--- config.mk ---
export PLATFORM = sky130hd
export DESIGN_NAME = flush_ctrl
export DESIGN_NICKNAME = d
export VERILOG_FILES = /design/src/rtl/flush_ctrl.sv
export SDC_FILE = /design/constraint.sdc
export NUM_CORES = 1
export LEC_CHECK = 0
export ABC_AREA = 1
export BUFFER_PORTS_ARGS = -buffer_cell sky130_fd_sc_hd__buf_4
export CAP_MARGIN = 30
export CORE_MARGIN = 2
export CORE_UTILIZATION = 47
export CTS_CLUSTER_DIAMETER = 60
export DETAILED_ROUTE_END_ITERATION = 10
export PLACE_DENSITY = 0.78
export SLEW_MARGIN = 25
export SYNTH_ARGS = -nofsm -noshare
export SYNTH_HDL_FRONTEND = slang
export SYNTH_SLANG_ARGS = --single-unit
--- constraint.sdc ---
create_clock -name clk -period 2.1 [get_ports clk]
set_input_delay 0.42 -clock clk [delete_from_list [all_inputs] [get_ports clk]]
set_output_delay 0.42 -clock clk [all_outputs]
set_load 0.01 [all_outputs]
--- src/rtl/flush_ctrl.sv ---
// Pipeline flush/redirect controller: arbitrates exceptions and branch mispredicts, holds flush through a drain window.
// Optional perf counters (mispred_cnt, exc_cnt) enabled by defining FLUSH_PERF_CNT_EN.
module flush_ctrl #(
  parameter int NUM_STAGES   = 5,
  parameter int BR_STAGE     = 2,
  parameter int DRAIN_CYCLES = 1,
`ifdef FLUSH_PERF_CNT_EN
  parameter int CNT_WIDTH    = 32,
`endif
  parameter int DATA_WIDTH   = 32
) (
  input  logic                  clk,
  input  logic                  rst_n,
  input  logic                  enable,
  input  logic [NUM_STAGES-1:0] exc_valid,
  input  logic [DATA_WIDTH-1:0] trap_vec,
  input  logic                  br_valid,
  input  logic [DATA_WIDTH-1:0] pcp,
  input  logic [DATA_WIDTH-1:0] pcn,
  input  logic                  redirect_ack,
  output logic [NUM_STAGES-1:0] flush,
  output logic                  redirect_valid,
  output logic [DATA_WIDTH-1:0] redirect_pc,
  output logic                  pred_failed,
`ifdef FLUSH_PERF_CNT_EN
  output logic [CNT_WIDTH-1:0]  mispred_cnt,
  output logic [CNT_WIDTH-1:0]  exc_cnt,
`endif
  output logic                  busy
);
  localparam int AW = (NUM_STAGES > 1) ? $clog2(NUM_STAGES) : 1;
  localparam logic [AW-1:0] BR_AGE = AW'(BR_STAGE);
  localparam logic [NUM_STAGES-1:0] BR_MASK = NUM_STAGES'((1 << BR_STAGE) - 1);

  localparam logic [1:0] IDLE     = 2'd0;
  localparam logic [1:0] REDIRECT = 2'd1;
  localparam logic [1:0] DRAIN    = 2'd2;

  logic [1:0]            state_q, state_d;
  logic [NUM_STAGES-1:0] flush_q, flush_d;
  logic [DATA_WIDTH-1:0] pc_q, pc_d;
  logic [AW-1:0]         age_q, age_d;
  logic [3:0]            drain_q, drain_d;
  logic                  rv_q, rv_d;
  logic                  pf_q, pf_d;

  logic                  exc_hit, mispred, ev_exc, ev_valid, accept;
  logic [AW-1:0]         exc_age, ev_age;
  logic [NUM_STAGES-1:0] ev_mask;
  logic [DATA_WIDTH-1:0] ev_pc;

  // Oldest (highest-index) exception wins; it loses to a mispredict only when younger than BR_STAGE.
  always_comb begin
    exc_hit = 1'b0;
    exc_age = '0;
    for (int i = 0; i < NUM_STAGES; i++) begin
      if (enable && exc_valid[i]) begin
        exc_hit = 1'b1;
        exc_age = AW'(i);
      end
    end
    mispred  = enable && br_valid && (pcp != pcn);
    ev_exc   = exc_hit && (!mispred || (exc_age >= BR_AGE));
    ev_valid = ev_exc || mispred;
    ev_age   = ev_exc ? exc_age : BR_AGE;
    ev_pc    = ev_exc ? trap_vec : pcn;
    ev_mask  = '0;
    for (int i = 0; i < NUM_STAGES; i++)
      ev_mask[i] = ev_exc ? (AW'(i) <= exc_age) : BR_MASK[i];
    accept = ev_valid && ((state_q == IDLE) || (ev_age > age_q));
  end

  always_comb begin
    state_d = state_q;
    flush_d = flush_q;
    pc_d    = pc_q;
    age_d   = age_q;
    drain_d = drain_q;
    rv_d    = rv_q;
    pf_d    = 1'b0;
    if (accept) begin
      // Preemption takes priority over a same-cycle ack.
      state_d = REDIRECT;
      flush_d = ev_mask;
      pc_d    = ev_pc;
      age_d   = ev_age;
      drain_d = '0;
      rv_d    = 1'b1;
      pf_d    = !ev_exc;
    end else begin
      case (state_q)
        REDIRECT: if (redirect_ack) begin
          rv_d = 1'b0;
          if (DRAIN_CYCLES == 0) begin
            state_d = IDLE;
            flush_d = '0;
          end else begin
            state_d = DRAIN;
            drain_d = 4'(DRAIN_CYCLES);
          end
        end
        DRAIN: if (drain_q <= 4'd1) begin
          state_d = IDLE;
          flush_d = '0;
          drain_d = '0;
        end else begin
          drain_d = drain_q - 4'd1;
        end
        default: ;
      endcase
    end
  end

  always_ff @(posedge clk or negedge rst_n) begin
    if (!rst_n) begin
      state_q <= IDLE;
      flush_q <= '0;
      pc_q    <= '0;
      age_q   <= '0;
      drain_q <= '0;
      rv_q    <= 1'b0;
      pf_q    <= 1'b0;
    end else begin
      state_q <= state_d;
      flush_q <= flush_d;
      pc_q    <= pc_d;
      age_q   <= age_d;
      drain_q <= drain_d;
      rv_q    <= rv_d;
      pf_q    <= pf_d;
    end
  end

`ifdef FLUSH_PERF_CNT_EN
  logic [CNT_WIDTH-1:0] mis_cnt_q, exc_cnt_q;

  always_ff @(posedge clk or negedge rst_n) begin
    if (!rst_n) begin
      mis_cnt_q <= '0;
      exc_cnt_q <= '0;
    end else if (accept) begin
      if (!ev_exc && (mis_cnt_q != '1)) mis_cnt_q <= mis_cnt_q + 1'b1;
      if (ev_exc && (exc_cnt_q != '1))  exc_cnt_q <= exc_cnt_q + 1'b1;
    end
  end

  assign mispred_cnt = mis_cnt_q;
  assign exc_cnt     = exc_cnt_q;
`endif

  assign flush          = flush_q;
  assign redirect_valid = rv_q;
  assign redirect_pc    = pc_q;
  assign pred_failed    = pf_q;
  assign busy           = (state_q != IDLE);
endmodule

; ---- Word-level counts from Yosys, hierarchy flattened
; Index checks and enable logic that the tools add are counted.
; Widths: inputs -> output; s select.
[op_classes]
mux = 31
reduce_logical = 25
magnitude_cmp = 8
eq_ne = 5
n_addsub = 1
[op_table]
columns = operator, count
row1 = $mux 32, 1
row2 = $ne 32x32->1, 1
row3 = $mux 1, 15
row4 = $mux 5, 3
row5 = $mux 3, 4
row6 = $mux 4, 3
row7 = $reduce_bool 2->1, 5
row8 = $logic_and 1x1->1, 9
row9 = $pmux 4 s2, 1
row10 = $le 1x3->1 const A, 2
row11 = $le 2x3->1 const A, 2
row12 = $mux 2, 3
row13 = $ne 3x3->1 const B, 2
row14 = $reduce_and 2->1, 3
row15 = $le 4x1->1 const B, 1
row16 = $pmux 2 s2, 1
row17 = $sub 4x1->4 const B, 1
row18 = $ge 3x2->1 const B, 1
row19 = $gt 3x3->1, 1
row20 = $le 3x3->1 const A, 1
row21 = $logic_or 1x1->1, 3
row22 = $reduce_and 3->1, 1
row23 = $reduce_bool 3->1, 1
row24 = $eq 2x1->1 const B, 1
row25 = 3 further kinds, 4
[totals]
elab_cells = 77
register_bits = 48
in_bits = 106

; ---- Depth between registers and ports, before layout
[depth]
ltp_word = 14
mapped_depth = 24
depth_no_buf = 22

; ---- Least setup slack after synthesis
; No wires, ideal clock.
[synth_timing]
path_kind = input -> register
startpoint = in pcn[19]
endpoint = reg pc_q[24] (netlist: redirect_pc[24])
arrival_ns = 2.516
path_stages = 21
required_ns = 2.031
slack_ns = -0.485
n_path_buf = 2
setup_time_ns = 0.069
cell_sequence = inv_1 nand2_1 nand2_1 nand2_1 nor2_1 nand2_1 nor2_1 nand2_1 nand3_2 nand2_2 buf_6 nor2_1 inv_1 ha_1 nand2_1 o21ai_0 nand2_1 nand2_1 clkbuf_1 o2111ai_1 nand3_1
[synth_via]
elab_chain_len = 9
[synth_rtl]
columns = item, line_no
row1 = from (decl), 19  ; input logic [DATA_WIDTH-1:0] pcn,
row2 = $ne 32x32->1, 62  ; mispred = enable && br_valid && (pcp != pcn);
row3 = $logic_and 1x1->1, 62
row4 = $logic_not 1->1, 63  ; ev_exc = exc_hit && (!mispred || (exc_age >= BR_AGE));
row5 = $logic_or 1x1->1, 63
row6 = $logic_and 1x1->1, 63
row7 = $mux 3, 65  ; ev_age = ev_exc ? exc_age : BR_AGE;
row8 = named net ev_age[1], 48  ; logic [AW-1:0] exc_age, ev_age;
row9 = $gt 3x3->1, 70  ; accept = ev_valid && ((state_q == IDLE) || (ev_age > age_q));
row10 = $logic_or 1x1->1, 70
row11 = $logic_and 1x1->1, 70
row12 = to (signal assigned), 126  ; pc_q <= pc_d;
row13 = to (decl), 41  ; logic [DATA_WIDTH-1:0] pc_q, pc_d;
; The timed path passes the listed nets, and every way through them passes these cells.
; A chain may end at the register's enable or synchronous reset.

; ---- Worst setup path in the final report
[layout_timing]
startpoint = in pcp[27]
endpoint = reg flush_q[1] (netlist: flush[1])
[layout_via]
elab_chain_len = 11
[layout_rtl]
columns = item, line_no
row1 = from (decl), 18  ; input logic [DATA_WIDTH-1:0] pcp,
row2 = $ne 32x32->1 *, 62
row3 = $logic_and 1x1->1 *, 62
row4 = $logic_not 1->1, 63
row5 = $logic_or 1x1->1, 63
row6 = $logic_and 1x1->1, 63
row7 = $mux 3, 65
row8 = $gt 3x3->1, 70
row9 = $logic_or 1x1->1, 70
row10 = $logic_and 1x1->1, 70
row11 = $reduce_bool 2->1 (no line), --
row12 = $reduce_and 2->1 (no line), --
row13 = to (signal assigned), 125  ; flush_q <= flush_d;
row14 = to (decl), 40  ; logic [NUM_STAGES-1:0] flush_q, flush_d;
; Mark *: on every way between the ends. The rest lies on a longest branch, timed or not.

==> out/results.md <==
| Result | Value |
|---|---|
| Top post-synthesis cells by count | sky130_fd_sc_hd__nand2_1 (237), sky130_fd_sc_hd__inv_1 (101), sky130_fd_sc_hd__nand3_1 (63) |
| Num ports | 146 |
| Floorplan core area | 0.00729 mm² |
| Die width | 91.2 µm |
| Setup-violating endpoint count in the final report | 48 |
| Number of buffers inserted for hold repair after clock tree synthesis | 0 |
| Worst path most repeated cell | sky130_fd_sc_hd__nand2_1 |
| Slowest cell on crit path | sky130_fd_sc_hd__ha_1 |
| Top sig layer | met4 |
| Rows | 31 |
| Met2 Routed Length | 6490 µm |
| Biggest area consumer among synthesized cells | sky130_fd_sc_hd__dfrtp_1 |
| Synthesized cell area | 0.00357 mm² |
| Final routed wire length divided by cell count | 14.2 µm |
| Register area share after synthesis | 0.336 |
| Netlist cell types | 25 |
| Setup repair after global routing missed its margin | yes |
| Cell Pwr Density | 1090 mW/mm² |
| Critical-path cell list | buf_4 > nand2_1 > nand2_1 > inv_2 > nand2_2 > nor2_2 > nand2_2 > nor2_2 > nand2_1 > nand3_2 > nand2_4 > nor2_2 > inv_1 > ha_1 > nand3_1 > nand2_2 > nand2_4 > nand2_8 > clkinv_8 > clkbuf_16 > o21ai_2 > nand2_1 |
| Max-slew headroom | 0.586 |
| Post-synthesis net count | 696 |
| Fraction of synthesized cell area taken by the top area cell type | 0.336 |
| NumNets Final | 915 |
| Start-to-end type of the worst setup path | in -> reg |
| Hold violation total from the final report | 0 |
| Crit path DAT | 2700 ps |
| Wire length reported by the detailed router | 12800 µm |
| CP startpoint kind | primary input |
| Number of detailed-routing iterations run before antenna repair | 5 |
| Area taken by multi-input logic gates | 0.00226 mm² |
| Most area-consuming cells after synthesis | sky130_fd_sc_hd__dfrtp_1 (34%), sky130_fd_sc_hd__nand2_1 (25%), sky130_fd_sc_hd__inv_1 (11%) |
| RePlAce Congestion | 0.852 |
| Number of global-route vias before repair | 4267 |
| Maximum Capacitance Violations | 0 |
| Clock buffers created by TritonCTS | 5 |
| Cell with the most instances after synthesis | sky130_fd_sc_hd__nand2_1 |
| Highest achievable clock rate | 402 MHz |
| Fill cell total of the finished layout | 466 |
| Failing checks | setup timing |
| Latest clock arrival within the worst-skew pair | 310 ps |
| Clk slew on worst S/H paths | 100 ps |
| Number of H-tree levels | 2 |
| Setup crit end kind | flop |
| Post-synthesis instance total | 585 |
| Slew Viols, Final | 0 |
| Die ar. | 0.00831 mm² |
| Actual transition at the worst max-transition pin | 621 ps |
| Static Leak | 3.56 nW |
| Required time reported for the critical path endpoint | 2310 ps |
| Flip-flop and latch area | 0.00120 mm² |
| Global routing usage summed across all routing layers | 0.272 |
| Met1 wire length | 4760 µm |
| DRC violations left | 0 |
| Maximum vdd ir drop | 0.000594 V |
| Critical path peak fanout | 8 |
| Post-route antenna net violation count | 0 |
| Starting Density | 0.490 |
| Share of layout cells above drive strength 1 | 0.456 |
| Final critical-path share of the clock period | 1.18 |
| Slowest Stage Delay on Critical Path | 280 ps |
| Number of enable-type register cells in the synthesized netlist | 0 |
| Top_reg_cell synth | sky130_fd_sc_hd__dfrtp_1 |
| Global-route wire length before repair | 18700 µm |
| Hold slack | 109 ps |
| Final Worst Setup Slack | -385 ps |
| Outcome | complete, but fails checks |
| Asr flop ratio synth | 1.00 |
| Class of the worst hold path | in -> async |
| CTS tree | yes |
| Synthesized area divided by synthesized cell count | 6.10 µm² |
| Fin crit period | 2490 ps |
| #FFs+latches synth | 48 |
| Via/cell ratio | 5.11 |
| CTS root buf | sky130_fd_sc_hd__clkbuf_8 |
| Total of warnings raised by yosys | 0 |
| Largest net degree at the start of global routing | 49 |
| Antenna diode count | 0 |
| Area growth syn-to-layout | 71.7% |
| Total Power Consumption | 6.65 mW |
| Clock skew after layout | 9.64 ps |
| Total half-perimeter wirelength after legalization and detailed placement | 8580 µm |
| Global route total overflow | 0 |
| Worst-case clock buffer depth | 2 |
| Antenna violations before repair | 0 |
| I/O Buffers | 145 |
| Height of the chip | 91.2 µm |
| Via Count | 4615 |
| Detailed Route Iter0 Violations | 204 |
| Detail Route met3 WL | 1070 µm |
| Clock Sink Count | 48 |
-- final timing paths --
check	startpoint	end	slack, ps	cells past startpoint
setup / recovery	pcp[27]	flush[1]$_DFFE_PN0P_	-390	22
hold / removal	rst_n	state_q[1]$_DFFE_PN0P_	110	1
setup reg to reg	age_q[2]$_DFFE_PN0P_	flush[1]$_DFFE_PN0P_	240	11
hold reg to reg	redirect_pc[7]$_DFFE_PN0P_	redirect_pc[7]$_DFFE_PN0P_	490	2
max in group asynchronous	rst_n	redirect_pc[19]$_DFFE_PN0P_	1560	1
min in group clk	trap_vec[25]	redirect_pc[25]$_DFFE_PN0P_	400	3
-- critical path, delay by kind of cell --
family / cells / cell delay [ps]
adders and majority gates: 1 / 280
buffers and inverters: 5 / 510
AOI/OAI and AO/OA: 1 / 60
and+or+nand+nor: 15 / 1420
-- power by group --
part,internal (mW),switching (mW)
clock,0.480,0.342
combinational,2.01,2.14
sequential,1.36,0.316
-- cell families after synthesis --
| family | Yosys count | share of synthesized area |
|---|---|---|
| AND/OR/NAND/NOR | 359 | 0.413 |
| buffers and inverters | 135 | 0.153 |
| flip-flops | 48 | 0.336 |
| AO/OA/AOI/OAI | 21 | 0.0385 |
| XOR/XNOR | 17 | 0.0417 |
| adder cells (fa/ha/maj) | 5 | 0.0175 |
-- area by class of cell --
type,count,share of cell area
Inverter,116,0.0763
Clock inverter,3,0.0112
Clock buffer,5,0.0112
Multi-Input combinational cell,402,0.369
Timing Repair Buffer,231,0.316
Tap cell,99,0.0202
Sequential cell,48,0.196
-- sequential cells by signal (all words and copies together) (netlist names) --
name / flops
pred_failed: 1
state_q: 2
redirect_valid: 1
drain_q: 4
age_q: 3
flush: 5
redirect_pc: 32
-- routing by layer --
| layer | vias to the layer above | track usage |
|---|---|---|
| li1 | 2207 | - |
| met1 | 2120 | 0.327 |
| met2 | 240 | 0.481 |
| met3 | 48 | 0.0622 |
| met4 | 0 | 0.0884 |
| met5 | - | 0 |
-- per-stage QoR --
step	std cells	TNS [ps]	setup slack [ps]	area (µm²)	utilization
global placement	884	-23680	-512	5360	0.735
floorplan	585	-14180	-315	3700	-
detailed placement	884	-29060	-638	5360	0.735
global route	904	-21300	-504	6130	0.841
CTS	896	-8820	-234	5680	0.779
finish	904	-15260	-385	6130	0.841
-- what timing repair did --
action	in CTS	in global routing
buffers inserted	4	4
resized for setup	34	94
pin swaps	22	70
setup endpoints to repair	48	48
gates cloned	1	4
-- cell usage in the layout (no fill, tap or decap), types with 6 or more instances in the layout --
cell type / count
sky130_fd_sc_hd__xnor2_1: 6
sky130_fd_sc_hd__nand2_1: 198
sky130_fd_sc_hd__nand2_2: 32
sky130_fd_sc_hd__buf_4: 205
sky130_fd_sc_hd__buf_6: 16
sky130_fd_sc_hd__xnor2_2: 6
sky130_fd_sc_hd__inv_1: 81
sky130_fd_sc_hd__nand2_4: 9
sky130_fd_sc_hd__nor2_1: 32
sky130_fd_sc_hd__o2111ai_1: 6
sky130_fd_sc_hd__dfrtp_1: 48
sky130_fd_sc_hd__inv_2: 25
sky130_fd_sc_hd__nand4_1: 12
sky130_fd_sc_hd__nor2_2: 6
sky130_fd_sc_hd__nand3_2: 36
sky130_fd_sc_hd__nand3_1: 28
No activity file was read; power rests on OpenSTA's default activity.
